[src/rtl/vdp_pkg.sv]
// vdp_pkg -- shared VDP definitions.
// Holds the VRAM geometry, the arbiter state encoding and the
// internal VRAM command bundle used by vram_arb.
package vdp_pkg;

  localparam int VRAM_ADDR_W = 14;
  localparam int VRAM_DATA_W = 8;

  typedef enum logic [0:0] {
    IDLE   = 1'b0,
    WINDOW = 1'b1
  } arb_state_e;

  // One cycle's worth of command presented to the single-port VRAM.
  typedef struct packed {
    logic [VRAM_ADDR_W-1:0] addr;
    logic                   we;
    logic [VRAM_DATA_W-1:0] wdata;
  } vram_cmd_t;

endpackage

[src/rtl/vram_arb_cnt.sv]
// vram_arb_cnt -- clear/enable wrapping counter.
// Ports:
//   clk, rst_L : clock, synchronous active-low reset
//   clr        : synchronous clear to 0 (wins over en)
//   en         : advance by one, wrapping MAX -> 0
//   cnt        : current count
module vram_arb_cnt #(
  parameter int WIDTH = 8,
  parameter int MAX   = 255
) (
  input  logic             clk,
  input  logic             rst_L,
  input  logic             clr,
  input  logic             en,
  output logic [WIDTH-1:0] cnt
);

  always_ff @(posedge clk) begin
    if (!rst_L || clr)
      cnt <= '0;
    else if (en)
      cnt <= (cnt == WIDTH'(MAX)) ? '0 : cnt + WIDTH'(1);
  end

endmodule

[src/rtl/vram_arb.sv]
// vram_arb -- VRAM arbiter between the scanline renderer and the CPU.
// A line_start pulse opens a RENDER_WINDOW-cycle window in which the
// renderer has priority except for one guaranteed CPU slot every
// CPU_SLOT_PERIOD cycles. Outside the window the CPU has priority.
// Grants are combinational in the request cycle; read data comes back
// one cycle later on the shared rdata bus, tagged by ren_rvalid/cpu_rvalid.
// Ports:
//   clk, rst_L            : clock, synchronous active-low reset
//   line_start            : opens/restarts the render window
//   ren_*                 : renderer read port (req/addr/gnt/rvalid)
//   cpu_*                 : CPU read/write port (req/we/addr/wdata/gnt/rvalid)
//   rdata                 : read data for whichever rvalid is high
//   vram_*                : single-port VRAM, 1-cycle read latency
//   window_active         : render window open
//   cpu_stall_cnt         : saturating count of CPU wait cycles
// Build option: define VRAM_ARB_STATS_EN to build the stall counter;
// otherwise cpu_stall_cnt is tied to 0.
module vram_arb
  import vdp_pkg::*;
#(
  parameter int RENDER_WINDOW   = 256,
  parameter int CPU_SLOT_PERIOD = 4
) (
  input  logic                   clk,
  input  logic                   rst_L,
  input  logic                   line_start,
  input  logic                   ren_req,
  input  logic [VRAM_ADDR_W-1:0] ren_addr,
  output logic                   ren_gnt,
  output logic                   ren_rvalid,
  input  logic                   cpu_req,
  input  logic                   cpu_we,
  input  logic [VRAM_ADDR_W-1:0] cpu_addr,
  input  logic [VRAM_DATA_W-1:0] cpu_wdata,
  output logic                   cpu_gnt,
  output logic                   cpu_rvalid,
  output logic [VRAM_DATA_W-1:0] rdata,
  output logic [VRAM_ADDR_W-1:0] vram_addr,
  output logic                   vram_we,
  output logic [VRAM_DATA_W-1:0] vram_wdata,
  input  logic [VRAM_DATA_W-1:0] vram_rdata,
  output logic                   window_active,
  output logic [15:0]            cpu_stall_cnt
);

  localparam int WIN_W  = (RENDER_WINDOW > 1) ? $clog2(RENDER_WINDOW) : 1;
  localparam int SLOT_W = $clog2(CPU_SLOT_PERIOD);

  arb_state_e        state_q, state_d;
  logic [WIN_W-1:0]  win_cnt;
  logic [SLOT_W-1:0] slot_cnt;
  logic              in_win, cnt_clr, win_last, cpu_slot;
  vram_cmd_t         cmd;

  assign in_win   = (state_q == WINDOW);
  // Counters sit at 0 outside the window, and line_start re-arms them so the
  // first window cycle is always position 0.
  assign cnt_clr  = !in_win || line_start;
  assign win_last = (win_cnt == WIN_W'(RENDER_WINDOW - 1));
  assign cpu_slot = (slot_cnt == SLOT_W'(CPU_SLOT_PERIOD - 1));

  vram_arb_cnt #(.WIDTH(WIN_W), .MAX(RENDER_WINDOW - 1)) u_win_cnt (
    .clk   (clk),
    .rst_L (rst_L),
    .clr   (cnt_clr),
    .en    (in_win),
    .cnt   (win_cnt)
  );

  vram_arb_cnt #(.WIDTH(SLOT_W), .MAX(CPU_SLOT_PERIOD - 1)) u_slot_cnt (
    .clk   (clk),
    .rst_L (rst_L),
    .clr   (cnt_clr),
    .en    (in_win),
    .cnt   (slot_cnt)
  );

  // State register
  always_ff @(posedge clk) begin
    if (!rst_L) state_q <= IDLE;
    else        state_q <= state_d;
  end

  // Next state: line_start inside the window restarts it rather than closing it.
  always_comb begin
    state_d = state_q;
    case (state_q)
      IDLE:    if (line_start) state_d = WINDOW;
      WINDOW:  if (!line_start && win_last) state_d = IDLE;
      default: state_d = IDLE;
    endcase
  end

  // Grant outputs
  always_comb begin
    ren_gnt       = 1'b0;
    cpu_gnt       = 1'b0;
    window_active = in_win;
    case (state_q)
      IDLE: begin
        cpu_gnt = cpu_req;
        ren_gnt = ren_req && !cpu_req;
      end
      WINDOW: begin
        // CPU wins its reserved slot, or any cycle the renderer leaves free.
        cpu_gnt = cpu_req && (cpu_slot || !ren_req);
        ren_gnt = ren_req && !(cpu_req && cpu_slot);
      end
      default: ;
    endcase
  end

  // VRAM command from whichever side holds the grant; idle cycles park at 0.
  always_comb begin
    cmd = '0;
    if (cpu_gnt) begin
      cmd.addr  = cpu_addr;
      cmd.we    = cpu_we;
      cmd.wdata = cpu_wdata;
    end else if (ren_gnt) begin
      cmd.addr  = ren_addr;
    end
  end

  assign vram_addr  = cmd.addr;
  assign vram_we    = cmd.we;
  assign vram_wdata = cmd.wdata;
  assign rdata      = vram_rdata;

  // Read-return tags track the RAM's one-cycle latency; writes return nothing.
  always_ff @(posedge clk) begin
    if (!rst_L) begin
      ren_rvalid <= 1'b0;
      cpu_rvalid <= 1'b0;
    end else begin
      ren_rvalid <= ren_gnt;
      cpu_rvalid <= cpu_gnt && !cpu_we;
    end
  end

`ifdef VRAM_ARB_STATS_EN
  logic [15:0] stall_q;

  always_ff @(posedge clk) begin
    if (!rst_L)
      stall_q <= '0;
    else if (cpu_req && !cpu_gnt && (stall_q != 16'hFFFF))
      stall_q <= stall_q + 16'd1;
  end

  assign cpu_stall_cnt = stall_q;
`else
  assign cpu_stall_cnt = '0;
`endif

endmodule

[config.mk]
export PLATFORM = sky130hd
export DESIGN_NAME = vram_arb
export DESIGN_NICKNAME = d
export VERILOG_FILES = /design/src/rtl/vdp_pkg.sv /design/src/rtl/vram_arb_cnt.sv /design/src/rtl/vram_arb.sv
export SDC_FILE = /design/constraint.sdc
export NUM_CORES = 1
export LEC_CHECK = 0
export BUFFER_PORTS_ARGS = -buffer_cell sky130_fd_sc_hd__buf_2
export CELL_PAD_IN_SITES_DETAIL_PLACEMENT = 1
export CELL_PAD_IN_SITES_GLOBAL_PLACEMENT = 2
export CORE_ASPECT_RATIO = 0.75
export CORE_MARGIN = 3
export CORE_UTILIZATION = 16
export CTS_CLUSTER_DIAMETER = 40
export DETAILED_ROUTE_END_ITERATION = 12
export PLACE_DENSITY = 0.79
export SYNTH_ARGS = -nofsm -noshare
export SYNTH_HDL_FRONTEND = slang
export SYNTH_SLANG_ARGS = --single-unit
[constraint.sdc]
create_clock -name clk -period 1.9 [get_ports clk]
set_clock_uncertainty 0.05 [all_clocks]
set_input_delay 0.38 -clock clk [delete_from_list [all_inputs] [get_ports clk]]
set_output_delay 0.38 -clock clk [all_outputs]
set_load 0.05 [all_outputs]
# Word-level counts from Yosys, hierarchy flattened
# Index checks and enable logic that the tools add are counted.
# totals
reg_bits	13
in_bits	50
out_inout_bits	52
wordCells	36
# op_classes
addsub	2
eq_ne	2
n_mux	10
bitwise	1
n_reduce_logical	16
# ops
operator	count
two-way mux 14 bit	2
two-way mux 9 bit	1
adder 8 x 1 -> 8 bit, second input constant	1
== test 8 bit, second input constant	1
two-way mux 8 bit	1
zero test 1 bit	7
logical AND 1 bit	6
case mux 1 bit (2 select lines)	3
logical OR 1 bit	3
adder 2 x 1 -> 2 bit, second input constant	1
== test 2 bit, second input constant	1
two-way mux 1 bit	2
two-way mux 2 bit	1
inverter 1 bit	1

# Logic depth before layout (Yosys ltp)
# Gate-level depths: netlist of the first run.
# logic_depth
word_depth	7
ltp_mapped	5
ltp_nobuf	4

# Hierarchy
# From an unflattened synthesis of the first run, not the netlist that was laid out.
# hier_totals
cells_unflattened	152
area_unflattened_um2	1184.9
# modules_own_cells
mod	instances	cells_per_inst	area_per_inst_um2	seq_area_each_um2
vram_arb	1	100	705.7	60.1
vram_arb_cnt (u_win_cnt)	1	43	382.9	160.2
vram_arb_cnt (u_slot_cnt)	1	9	96.3	40.0

# Worst setup path after synthesis of the first run
# OpenSTA, ideal clock, no wires.
# synth_path
path_kind	reg2out
from	register state_q, in the netlist window_active
to	output port vram_addr[10]
arrival_time_ns	1.898
t_required_ns	1.470
slack_ns	-0.428
path_stages_with_launch	5
path_buffers	1
path_cell_list	dfxtp_1 nand2b_1 a21oi_2 buf_4 a22o_1
# synth_via
elab_chain_cells	4
elab_cells_between_ends	5
classes_between	4 x mux; 1 x bitwise
# synth_rtl
item	line_no	source
from (decl)	vram_arb.sv:49	arb_state_e state_q, state_d;
from (signal assigned)	vram_arb.sv:81	else state_q <= state_d;
inverter 1 bit	-	
case mux 1 bit (2 select lines) (*)	vram_arb.sv:99	case (state_q)
named net ren_gnt	vram_arb.sv:29	output logic ren_gnt,
two-way mux 14 bit (*)	vram_arb.sv:120	end else if (ren_gnt) begin
two-way mux 14 bit (*)	vram_arb.sv:116	if (cpu_gnt) begin
to (decl)	vram_arb.sv:38	output logic [VRAM_ADDR_W-1:0] vram_addr,
# Mark *: on every way through the listed nets, which the timed path passes. The rest lies on a longest branch.

# Worst setup path in the final report of the first run
# layout_path
from	register u_slot_cnt.cnt[0]
to	output port vram_addr[5]
# layout_via
elab_chain_cells	7
elab_cells_between_ends	10
classes_between	1 x eq/ne; 4 x mux; 5 x reduce/logical
# layout_rtl
item	line_no	source
from (decl)	vram_arb_cnt.sv:15	output logic [WIDTH-1:0] cnt
from (signal assigned)	vram_arb_cnt.sv:22	cnt <= (cnt == WIDTH'(MAX)) ? '0 : cnt + WIDTH'(1);
== test 2 bit (*)	vram_arb.sv:60	assign cpu_slot = (slot_cnt == SLOT_W'(CPU_SLOT_PERIOD - 1));
logical AND 1 bit	vram_arb.sv:107	ren_gnt = ren_req && !(cpu_req && cpu_slot);
zero test 1 bit	vram_arb.sv:107	
logical AND 1 bit	vram_arb.sv:107	
case mux 1 bit (2 select lines)	vram_arb.sv:99	
two-way mux 14 bit	vram_arb.sv:120	
two-way mux 14 bit (*)	vram_arb.sv:116	
# Mark *: on every way between the ends. The rest lies on a longest branch, timed or not.

==> results of run 1 <==
[state kept, by name, indices dropped and copies added, names as in the netlist]
signal / count
u_slot_cnt.cnt: 2
cpu_rvalid: 1
window_active: 1
ren_rvalid: 1
u_win_cnt.cnt: 8
[power groups by stage]
| stage | registers [mW] | clock network, mW | logic (mW) |
|---|---|---|---|
| 4_1_cts | 0.282 | 0.262 | 0.488 |
| 5_1_grt | 0.283 | 0.277 | 0.555 |
| 3_5_place_dp | 0.287 | 0 | 0.390 |
| 2_1_floorplan | 0.299 | 0 | 0.353 |
| 3_3_place_gp | 0.287 | 0 | 0.385 |
| 6_report | 0.282 | 0.260 | 0.532 |
[worst register-to-register path: cells and delay by family, from the launching register on]
| family | cells | cell delay, ns |
|---|---|---|
| simple gates | 2 | 0.30 |
| buf+inv | 2 | 0.28 |
| compound gates | 1 | 0.24 |
| flops | 1 | 0.33 |
| fa+ha+maj | 1 | 0.15 |
[logic make-up (layout without fill, tap and decap cells)]
family,count (synthesis),in the layout
AOI/OAI and AO/OA,26,26
xor gates and xnor gates,2,2
adders and majority gates,2,2
buffers and inverters,31,88
DFF,13,13
other,1,16
and+or+nand+nor,34,34
[cell usage after synthesis (2+ instances only)]
| cell type | n | area share [%] |
|---|---|---|
| a21oi_1 | 2 | 1.1 |
| or3_1 | 2 | 1.4 |
| and2_1 | 10 | 6.8 |
| nand2_1 | 3 | 1.2 |
| a22o_1 | 14 | 13 |
| dfxtp_1 | 13 | 28 |
| ha_1 | 2 | 2.7 |
| buf_4 | 25 | 20 |
| nor3_1 | 2 | 1.1 |
| nand3_1 | 7 | 3.8 |
| inv_1 | 4 | 1.6 |
| nor2_1 | 4 | 1.6 |
| o21ai_0 | 2 | 1.1 |
[area by class of cell]
| class | instances | area (µm²) | area share (%) |
|---|---|---|---|
| repair buffers | 80 | 699.4 | 40.36 |
| multi-input cells | 80 | 616.8 | 35.60 |
| flip-flops and latches | 13 | 262.8 | 15.16 |
| well taps | 75 | 93.84 | 5.415 |
| clock buffers | 4 | 45.04 | 2.599 |
| inverters | 4 | 15.01 | 0.8664 |
[per-layer routing]
layer | wire [µm] | global-route usage, % | vias up | share of wire (%)
met2 | 1628 | 16.92 | 53 | 51
met4 | 44 | 3.846 | 0 | 1.4
met3 | 254 | 2.099 | 5 | 8.0
li1 | - | - | 488 | -
met5 | 0 | 0 | - | 0
met1 | 1258 | 10.58 | 474 | 39
[worst max-delay path by stage]
stage / from / depth (start not counted) / end
after floorplan: window_active$_SDFF_PN0_ / 4 / vram_addr[10]
after global placement: u_slot_cnt.cnt[0]$_SDFFE_PP0P_ / 6 / vram_addr[12]
after detailed placement: u_slot_cnt.cnt[0]$_SDFFE_PP0P_ / 6 / vram_addr[6]
after CTS: u_slot_cnt.cnt[0]$_SDFFE_PP0P_ / 6 / vram_addr[6]
after global routing: u_slot_cnt.cnt[0]$_SDFFE_PP0P_ / 8 / vram_addr[7]
final: u_slot_cnt.cnt[0]$_SDFFE_PP0P_ / 6 / vram_addr[5]
[per-stage QoR]
| step | hold slack (ns) | setup TNS [ns] | worst slack, ns | power (mW) |
|---|---|---|---|---|
| floorplan | 0.3584 | -0.5521 | -0.06901 | 0.6520 |
| global placement | 0.3655 | 0 | 0.002031 | 0.6722 |
| detailed placement | 0.3805 | -0.3985 | -0.04187 | 0.6770 |
| CTS | 0.3257 | -4.234 | -0.2150 | 1.032 |
| global route | 0.3350 | -5.106 | -0.2514 | 1.115 |
| finish | 0.3283 | -3.821 | -0.2012 | 1.074 |
[repair_timing]
item                                    in CTS  in global routing
pin swaps                                    3                 10
endpoints found under the setup margin      25                 25
cloned                                       1                  1
setup buffers                                6                  0
resized for setup                           64                 18
==> results.yml, run 1 <==
status:
  status: "finished, violations left"
  violations: "negative setup slack"
final_layout:
  drive_gt1_share_pct: 60.22
  fin_cells: 256
  final_cell_mix: "44 x buf_2, 21 x buf_6, 16 x conb_1"
  n_fill_cell: 644
  antennaDiodeCount: 0
  fin_area_um2: 1733
  final_common_cell: "buf_2"
  utilization_pct: 31.69
  fin_nets: 234
  syn_to_final_growth_pct: 87.67
drt:
  postRouteWirelength_um: 3185
  ant_nets: 0
  dr.first_iter.drc_count: 20
  drc: 0
  vias: 1020
  routedWlPerCell_um: 12.44
  avgViaCountPerCell: 3.984
  drtPass1Iterations: 2
critical_path:
  critPathSlowestCell: "dfxtp_2"
  cp-end-kind: "output pin"
  cp.arrival_ns: 1.67
  rrSetupSlack_ns: 0.45
  cp_slowest_stage_delay_ns: 0.33
  timing.rr.end: "cpu_rvalid$_SDFF_PN0_"
  cp_top_family: "compound AO/OA/AOI/OAI gates"
  crit_chain: "ha_4 -> nand2b_4 -> o21a_4 -> clkbuf_16 -> a22o_4 -> buf_8"
  reg2regPathDepth: 6
  required_ns: 1.47
  cp_num_buf_inv: 2
  crit_type: "reg2out"
  r2r-start: "u_slot_cnt.cnt[0]$_SDFFE_PP0P_"
  critPathLaunchType: "flop"
  cp_max_fo: 6
place:
  gp_congestion: 0.6663
  placedCellCount: 244
  portBuffers: 69
  dpl-instance-area_um2: 1272
  place_hpwl_um: 2240
synth:
  netlist_instances: 109
  synth_fa_ha_area_share_pct: 2.710
  yosys.area_share.simple_pct: 20.87
  synth_ff_type: "dfxtp_1"
  synth.area.mux_share_pct: 0
  synth_area_per_cell_um2: 8.471
  synth_xor_area_share_pct: 1.897
  synth-warning-count: 0
  yosysSeqAreaShare_pct: 28.18
  synth_top_family_by_area: "buffers and inverters"
  synth_cell_type_count: 32
  syn_area_um2: 923.4
  synth_compound_area_share_pct: 22.22
  synth_edf_count: 0
  ys_seq_elements: 13
  asyncSetResetFlopFracSynth_pct: 0
clocking:
  clock_latency_ns: 0.25
  numCtsBuffers: 3
  cts.path.max_buffers: 2
  cts-root-buf: "clkbuf_8"
  cts_tree: "built"
  path_clk_slew_ns: 0.06
  cts_num_sinks: 13
  postCtsHoldBufs: 0
  htreeDepth: 1
power_and_ir_drop:
  switchingPower_mw: 0.4365
  swShare_pct: 40.65
  leakage_nw: 0.8136
  clkPwrFrac_pct: 24.2
  vdd_ir_drop_max_mv: 0.1458
  pwr-share-comb_pct: 49.5
  power_density_nw_per_um2: 619.7
  internal_power_mw: 0.6374
  seqPwrFrac_pct: 26.3
worst_hold_path:
  hp-class: "in2reg"
  min_delay_path_depth: 2
  min_to: "ren_rvalid$_SDFF_PN0_"
  hold_start: "rst_L"
global_routing:
  grt-ovfl-total: 0
  grt_pass1_vias: 1061
  grt_max_degree: 14
  grt_pass1_wl_um: 4988
  antenna_found_initial: 0
  track_usage_pct: 9.344
die:
  fp-row-count: 23
  die_h_um: 71.79
  initial_utilization_pct: 16.89
  ios: 102
  die_w_um: 93.72
  die_area_um2: 6728
  design.core.area_um2: 5468
timing:
  fmax_ghz: 0.4759
  min_period_ns: 2.101
  rsz0062_at_grt: "true"
  setup_ws_ns: -0.2012
  hold_viol: 0
  finalSetupViolations: 24
  slew_viol_final: 0
  fin_crit_sh_pct: 110.6
flow_run:
  cap_violations: 0
No activity file was read; power rests on OpenSTA's default activity.
==> inputs of run 2 (changes only) <==
- CORE_MARGIN: 3 -> not set
==> run 2 against run 1 <==
Against the previous run: the run still ends with negative setup slack left; design area is 1.7% lower; register-to-register slack better by 0.03 ns; clock-buffer cell count is 1 lower; fmax is 1.7% higher; wire length is 2.8% lower; critical path depth stayed put; clock power is 2% lower; hold slack hardly changed; final cell count is 1.6% lower; sequential power hardly changed; critical endpoint unchanged; highest routed layer unchanged.
==> results.yml, run 2 (synthesis gave the netlist of run 1 again) <==
global_routing:
  track_usage_pct: 10.43
  grt_use_met2_pct: 19.71
  grt_pass1_vias: 1056
  busiest_layer: "met2"
  antenna_found_initial: 0
  grt_pass1_wl_um: 5133
  grt-ovfl-total: 0
  use_met1_pct: 11.66
  grt_max_degree: 11
  use_met3_pct: 2.590
drt:
  vias: 1008
  drtPass1Iterations: 4
  ant_nets: 0
  drc: 0
  postRouteWirelength_um: 3096
  routedWlPerCell_um: 12.29
  avgViaCountPerCell: 4.000
  dr.first_iter.drc_count: 34
clocking:
  cts.path.max_buffers: 2
  cts-root-buf: "clkbuf_8"
  cts_num_sinks: 13
  postCtsHoldBufs: 0
  htreeDepth: 1
  path_clk_slew_ns: 0.06
  clock_latency_ns: 0.25
  cts_tree: "built"
  numCtsBuffers: 3
timing:
  fmax_ghz: 0.4839
  fin_crit_sh_pct: 108.8
  min_period_ns: 2.067
  finalSetupViolations: 24
  slew_viol_final: 0
  hold_viol: 0
  hold_slack_ns: 0.3284
  rsz0062_at_grt: "true"
  setup_ws_ns: -0.1667
power_and_ir_drop:
  finalPower_mw: 1.062
  seqPwrFrac_pct: 26.6
  pwr-share-comb_pct: 49.4
  swShare_pct: 40.82
  switchingPower_mw: 0.4335
  power_density_nw_per_um2: 623.3
  clkPwrFrac_pct: 24.1
  leakage_nw: 0.8010
  vdd_ir_drop_max_mv: 0.1379
  internal_power_mw: 0.6286
critical_path:
  cp.arrival_ns: 1.64
  crit_type: "reg2out"
  cp-end-kind: "output pin"
  cp_max_fo: 5
  r2r-start: "u_win_cnt.cnt[0]$_SDFFE_PP0P_"
  required_ns: 1.47
  critPathLaunchType: "flop"
  startpoint: "u_slot_cnt.cnt[0]$_SDFFE_PP0P_"
  reg2regPathDepth: 4
die:
  fp-row-count: 23
  die_h_um: 67.79
  design.core.area_um2: 5439
  die_w_um: 89.72
  initial_utilization_pct: 16.98
  ios: 102
  die_area_um2: 6082
final_layout:
  largest_reg_flops: 8
  max_flop_register: "u_win_cnt.cnt"
  final_common_cell: "buf_2"
  syn_to_final_growth_pct: 84.55
  antennaDiodeCount: 0
  top_regs: "u_win_cnt.cnt x8, u_slot_cnt.cnt x2"
  utilization_pct: 31.33
  final_cell_mix: "44 x buf_2, 18 x buf_8, 16 x conb_1"
  fin_nets: 230
  drive_gt1_share_pct: 60.45
  fin_area_um2: 1704
place:
  gp_congestion: 0.7260
  place_hpwl_um: 2168
  portBuffers: 69
  dpl-instance-area_um2: 1267
flow_run:
  cap_violations: 0
worst_hold_path:
  hp-class: "in2reg"
  min_delay_path_depth: 2
  hold_start: "rst_L"
status:
  violations: "negative setup slack"
  status: "finished, violations left"
run 2: changes by cell type in the layout (fill, tap and decap cells not counted), sizes merged:
| cell | change |
|---|---|
| buf | -3 |
| clkbuf | -2 |
| clkinv | +1 |
run 2: power groups by stage:
stage,sequential [mW],clock (mW),combinational (mW)
2_1_floorplan,0.299,0,0.353
3_3_place_gp,0.287,0,0.383
3_5_place_dp,0.287,0,0.385
4_1_cts,0.282,0.261,0.519
5_1_grt,0.283,0.269,0.546
6_report,0.282,0.256,0.524
run 2: worst max-delay path, cell delays in order (launching register included):
cell	delay, ns
dfxtp_2	0.33
ha_4	0.14
nand2b_4	0.13
o21a_4	0.24
buf_6	0.15
a22o_4	0.25
buf_8	0.15
run 2: through the flow:
| stage | worst slack, ns | TNS (ns) | cells |
|---|---|---|---|
| 6_report | -0.1667 | -2.613 | 252 |
| 3_3_place_gp | 0.01077 | 0 | 245 |
| 3_5_place_dp | -0.02195 | -0.1735 | 245 |
| 2_1_floorplan | -0.06901 | -0.5521 | 124 |
| 5_1_grt | -0.2013 | -3.556 | 252 |
| 4_1_cts | -0.1829 | -3.122 | 252 |
run 2: final timing paths:
check / to / slack [ns]
max reg2reg: u_win_cnt.cnt[6]$_SDFFE_PP0P_ / 0.48
min: ren_rvalid$_SDFF_PN0_ / 0.33
max: vram_addr[5] / -0.17
min reg2reg: u_slot_cnt.cnt[0]$_SDFFE_PP0P_ / 0.39
run 2: area by class of cell:
| type | count | area [µm²] |
|---|---|---|
| fill | 631 | 3735 |
| clock inverter | 1 | 5.005 |
| tap | 75 | 93.84 |
| clock buffer | 3 | 41.29 |
| inverter | 4 | 15.01 |
| timing repair buffer | 76 | 656.9 |
| multi-input combinational | 80 | 628.1 |
| sequential | 13 | 264.0 |
run 2: repair_timing:
action                                  4_1_cts  5_1_grt
resized for setup                            95        3
cloned                                        2        0
endpoints found under the setup margin       25       25
buffers inserted                              1        0
pin swaps                                    25        2
run 2: per-layer routing:
layer / wire (µm) / vias up / part of all wire, %
met5: 0 / - / 0
met4: 55 / 0 / 1.8
met3: 228 / 5 / 7.4
met2: 1533 / 57 / 50
met1: 1278 / 465 / 41
li1: - / 481 / -
==> inputs of run 3 (changes only) <==
- ABC_AREA: not set -> 1
- CORE_UTILIZATION: 16 -> 15
- PLACE_DENSITY: 0.79 -> 0.75
==> run 3 against run 2 <==
Against the previous run: the run now ends clean; flip-flop and latch count stayed put; die area is 21% higher; clock-buffer cell count is 1 higher; area after synthesis is 14% higher; synthesized cell count is 56% higher; critical endpoint is now vram_wdata[6]; sequential power hardly changed; critical path depth is 1 higher; largest power group unchanged; clock power is 4% lower; combinational power is 17% lower; non-clock buffer count is 5 lower; final cell count is 25% higher; largest cell class is now multi-input combinational cells.
==> results.yml, run 3 <==
final_layout:
  fin_nets: 285
  fin_cells: 316
  final_cell_mix: "53 x nand2_1, 46 x buf_2, 19 x inv_1"
  top_regs: "u_win_cnt.cnt x8, u_slot_cnt.cnt x2"
  n_fill_cell: 865
  max_flop_register: "u_win_cnt.cnt"
  final_common_cell: "nand2_1"
  drive_gt1_share_pct: 42.67
  fin_area_um2: 1550
  antennaDiodeCount: 0
  syn_to_final_growth_pct: 47.68
  largest_reg_flops: 8
  utilization_pct: 22.80
synth:
  synth.area.mux_share_pct: 0
  netlist_instances: 170
  synth_area_per_cell_um2: 6.175
  synth_ff_type: "dfxtp_1"
  synthTopCellsByCount: "62 x nand2_1, 24 x buf_4, 19 x inv_1, 19 x nor2_1, 13 x dfxtp_1"
  ys_seq_elements: 13
  asyncSetResetFlopFracSynth_pct: 0
  synth_compound_area_share_pct: 4.172
  synth_xor_area_share_pct: 0.8343
  yosys.area_share.simple_pct: 38.02
  synth_top_family_by_area: "simple AND/OR/NAND/NOR gates"
  ys_top_cells_by_area: "dfxtp_1 25%, nand2_1 22%, buf_4 17%, inv_1 6.8%, nor2_1 6.8%"
  synth_fa_ha_area_share_pct: 2.384
  yosysMostFrequentCell: "nand2_1"
  synth_top_area_share_pct: 24.79
  yosysSeqAreaShare_pct: 24.79
  synth_edf_count: 0
  syn_area_um2: 1050
  yosys.area.top_type: "dfxtp_1"
  synth_cell_type_count: 21
  synth-warning-count: 0
drt:
  dr.first_iter.drc_count: 21
  postRouteWirelength_um: 3019
  routedWlPerCell_um: 9.554
  avgViaCountPerCell: 3.573
  vias: 1129
  drtPass1Iterations: 4
  ant_nets: 0
  drc: 0
timing:
  hold_slack_ns: 0.2720
  setup_ws_ns: 0.05241
  hold_viol: 0
  fmax_ghz: 0.5412
  finalSetupViolations: 0
  slew_viol_final: 0
  fin_crit_sh_pct: 97.24
  min_period_ns: 1.848
  finalSetupTns_ns: 0
  rsz0062_at_grt: "true"
clocking:
  cts_tree: "built"
  cts_num_sinks: 13
  clock_latency_ns: 0.24
  path_clk_slew_ns: 0.06
  numCtsBuffers: 3
  htreeDepth: 1
  postCtsHoldBufs: 0
  cts.path.max_buffers: 2
  cts-root-buf: "clkbuf_8"
  postCtsSetupBuffers: 0
global_routing:
  grt_pass1_wl_um: 4485
  grt_pass1_vias: 981
  antenna_found_initial: 0
  grt-ovfl-total: 0
  track_usage_pct: 7.743
  grt_max_degree: 16
power_and_ir_drop:
  vdd_ir_drop_max_mv: 0.1778
  leakage_nw: 0.8326
  power_density_nw_per_um2: 621.9
  finalPower_mw: 0.9642
die:
  fp-row-count: 26
  die_area_um2: 7340
  ios: 102
  die_w_um: 98.60
  design.core.area_um2: 6799
  initial_utilization_pct: 15.44
  die_h_um: 74.45
critical_path:
  crit_type: "reg2out"
  cp.arrival_ns: 1.42
  cp_max_fo: 10
  cp_top_family: "flip-flops"
  cp-end-kind: "output pin"
  timing.rr.end: "u_win_cnt.cnt[4]$_SDFFE_PP0P_"
  crit_chain: "ha_4 -> nor2_8 -> nand2_2 -> nand2_4 -> buf_6 -> nor2_1 -> buf_4"
  required_ns: 1.47
  reg2regPathDepth: 6
  rrSetupSlack_ns: 0.52
  critPathSlowestCell: "dfxtp_2"
  cp_slowest_stage_delay_ns: 0.33
  r2r-start: "u_win_cnt.cnt[0]$_SDFFE_PP0P_"
  cp_num_buf_inv: 2
  critPathLaunchType: "flop"
worst_hold_path:
  hold_start: "cpu_we"
  min_delay_path_depth: 2
  min_to: "cpu_rvalid$_SDFF_PN0_"
  hp-class: "in2reg"
status:
  status: "complete, no violations"
place:
  placedCellCount: 312
  pre_cts_slack_ns: 0.06125
  portBuffers: 69
  dpl-instance-area_um2: 1376
  place_hpwl_um: 2507
  gp_congestion: 0.6606
flow_run:
  cap_violations: 0
-- run 3: cell types whose count changed in the layout (fill, tap and decap cells not counted), sizes merged, moves of 3 or more --
cell	previous run	this run
and2	10	0
inv	4	22
nand2	3	64
nor2	4	21
a21oi	3	6
a22o	14	0
buf	76	71
-- run 3: what timing repair did --
action	in CTS	in global routing
hold endpoints to repair	0	0
gates resized for setup	29	14
setup endpoints to repair	25	24
-- run 3: worst max-delay path by stage --
stage,from,end,slack (ns),cells after the start
2_1_floorplan,window_active$_SDFF_PN0_,vram_wdata[0],-0.11,7
3_3_place_gp,u_slot_cnt.cnt[1]$_SDFFE_PP0P_,vram_addr[4],0.07,8
3_5_place_dp,u_slot_cnt.cnt[0]$_SDFFE_PP0P_,vram_addr[8],0.06,8
4_1_cts,u_slot_cnt.cnt[1]$_SDFFE_PP0P_,vram_wdata[0],0.009,7
5_1_grt,u_slot_cnt.cnt[1]$_SDFFE_PP0P_,vram_addr[8],-0.04,7
6_report,u_slot_cnt.cnt[0]$_SDFFE_PP0P_,vram_wdata[6],0.05,7
-- run 3: per-layer routing --
| metal | vias up | global-route usage, % | share of wire [%] |
|---|---|---|---|
| met4 | 0 | 2.156 | 0 |
| met2 | 34 | 13.30 | 53 |
| li1 | 593 | - | - |
| met5 | - | 0 | 0 |
| met1 | 502 | 9.657 | 44 |
| met3 | 0 | 2.162 | 3.7 |
-- run 3: layout make-up --
cell class / count / area, µm² / area share, %
Tap cell: 84 / 105.1 / 6.780
Clock buffer: 4 / 45.04 / 2.906
Sequential cell: 13 / 264.0 / 17.03
Multi-Input combinational cell: 122 / 594.3 / 38.34
Inverter: 22 / 97.59 / 6.295
Timing Repair Buffer: 71 / 444.2 / 28.65
-- run 3: report_power, final --
part           leakage, nW  switching, mW  total (mW)  internal (mW)
clock               0.0228         0.0989       0.247          0.148
combinational        0.703          0.317       0.436          0.119
sequential           0.107        0.00386       0.281          0.278
total                0.833          0.420       0.964          0.544
-- run 3: logic make-up after synthesis --
family          Yosys count
compound gates            8
xor+xnor                  1
fa+ha+maj                 2
buf+inv                  50
flops                    13
other cells               1
simple gates             95
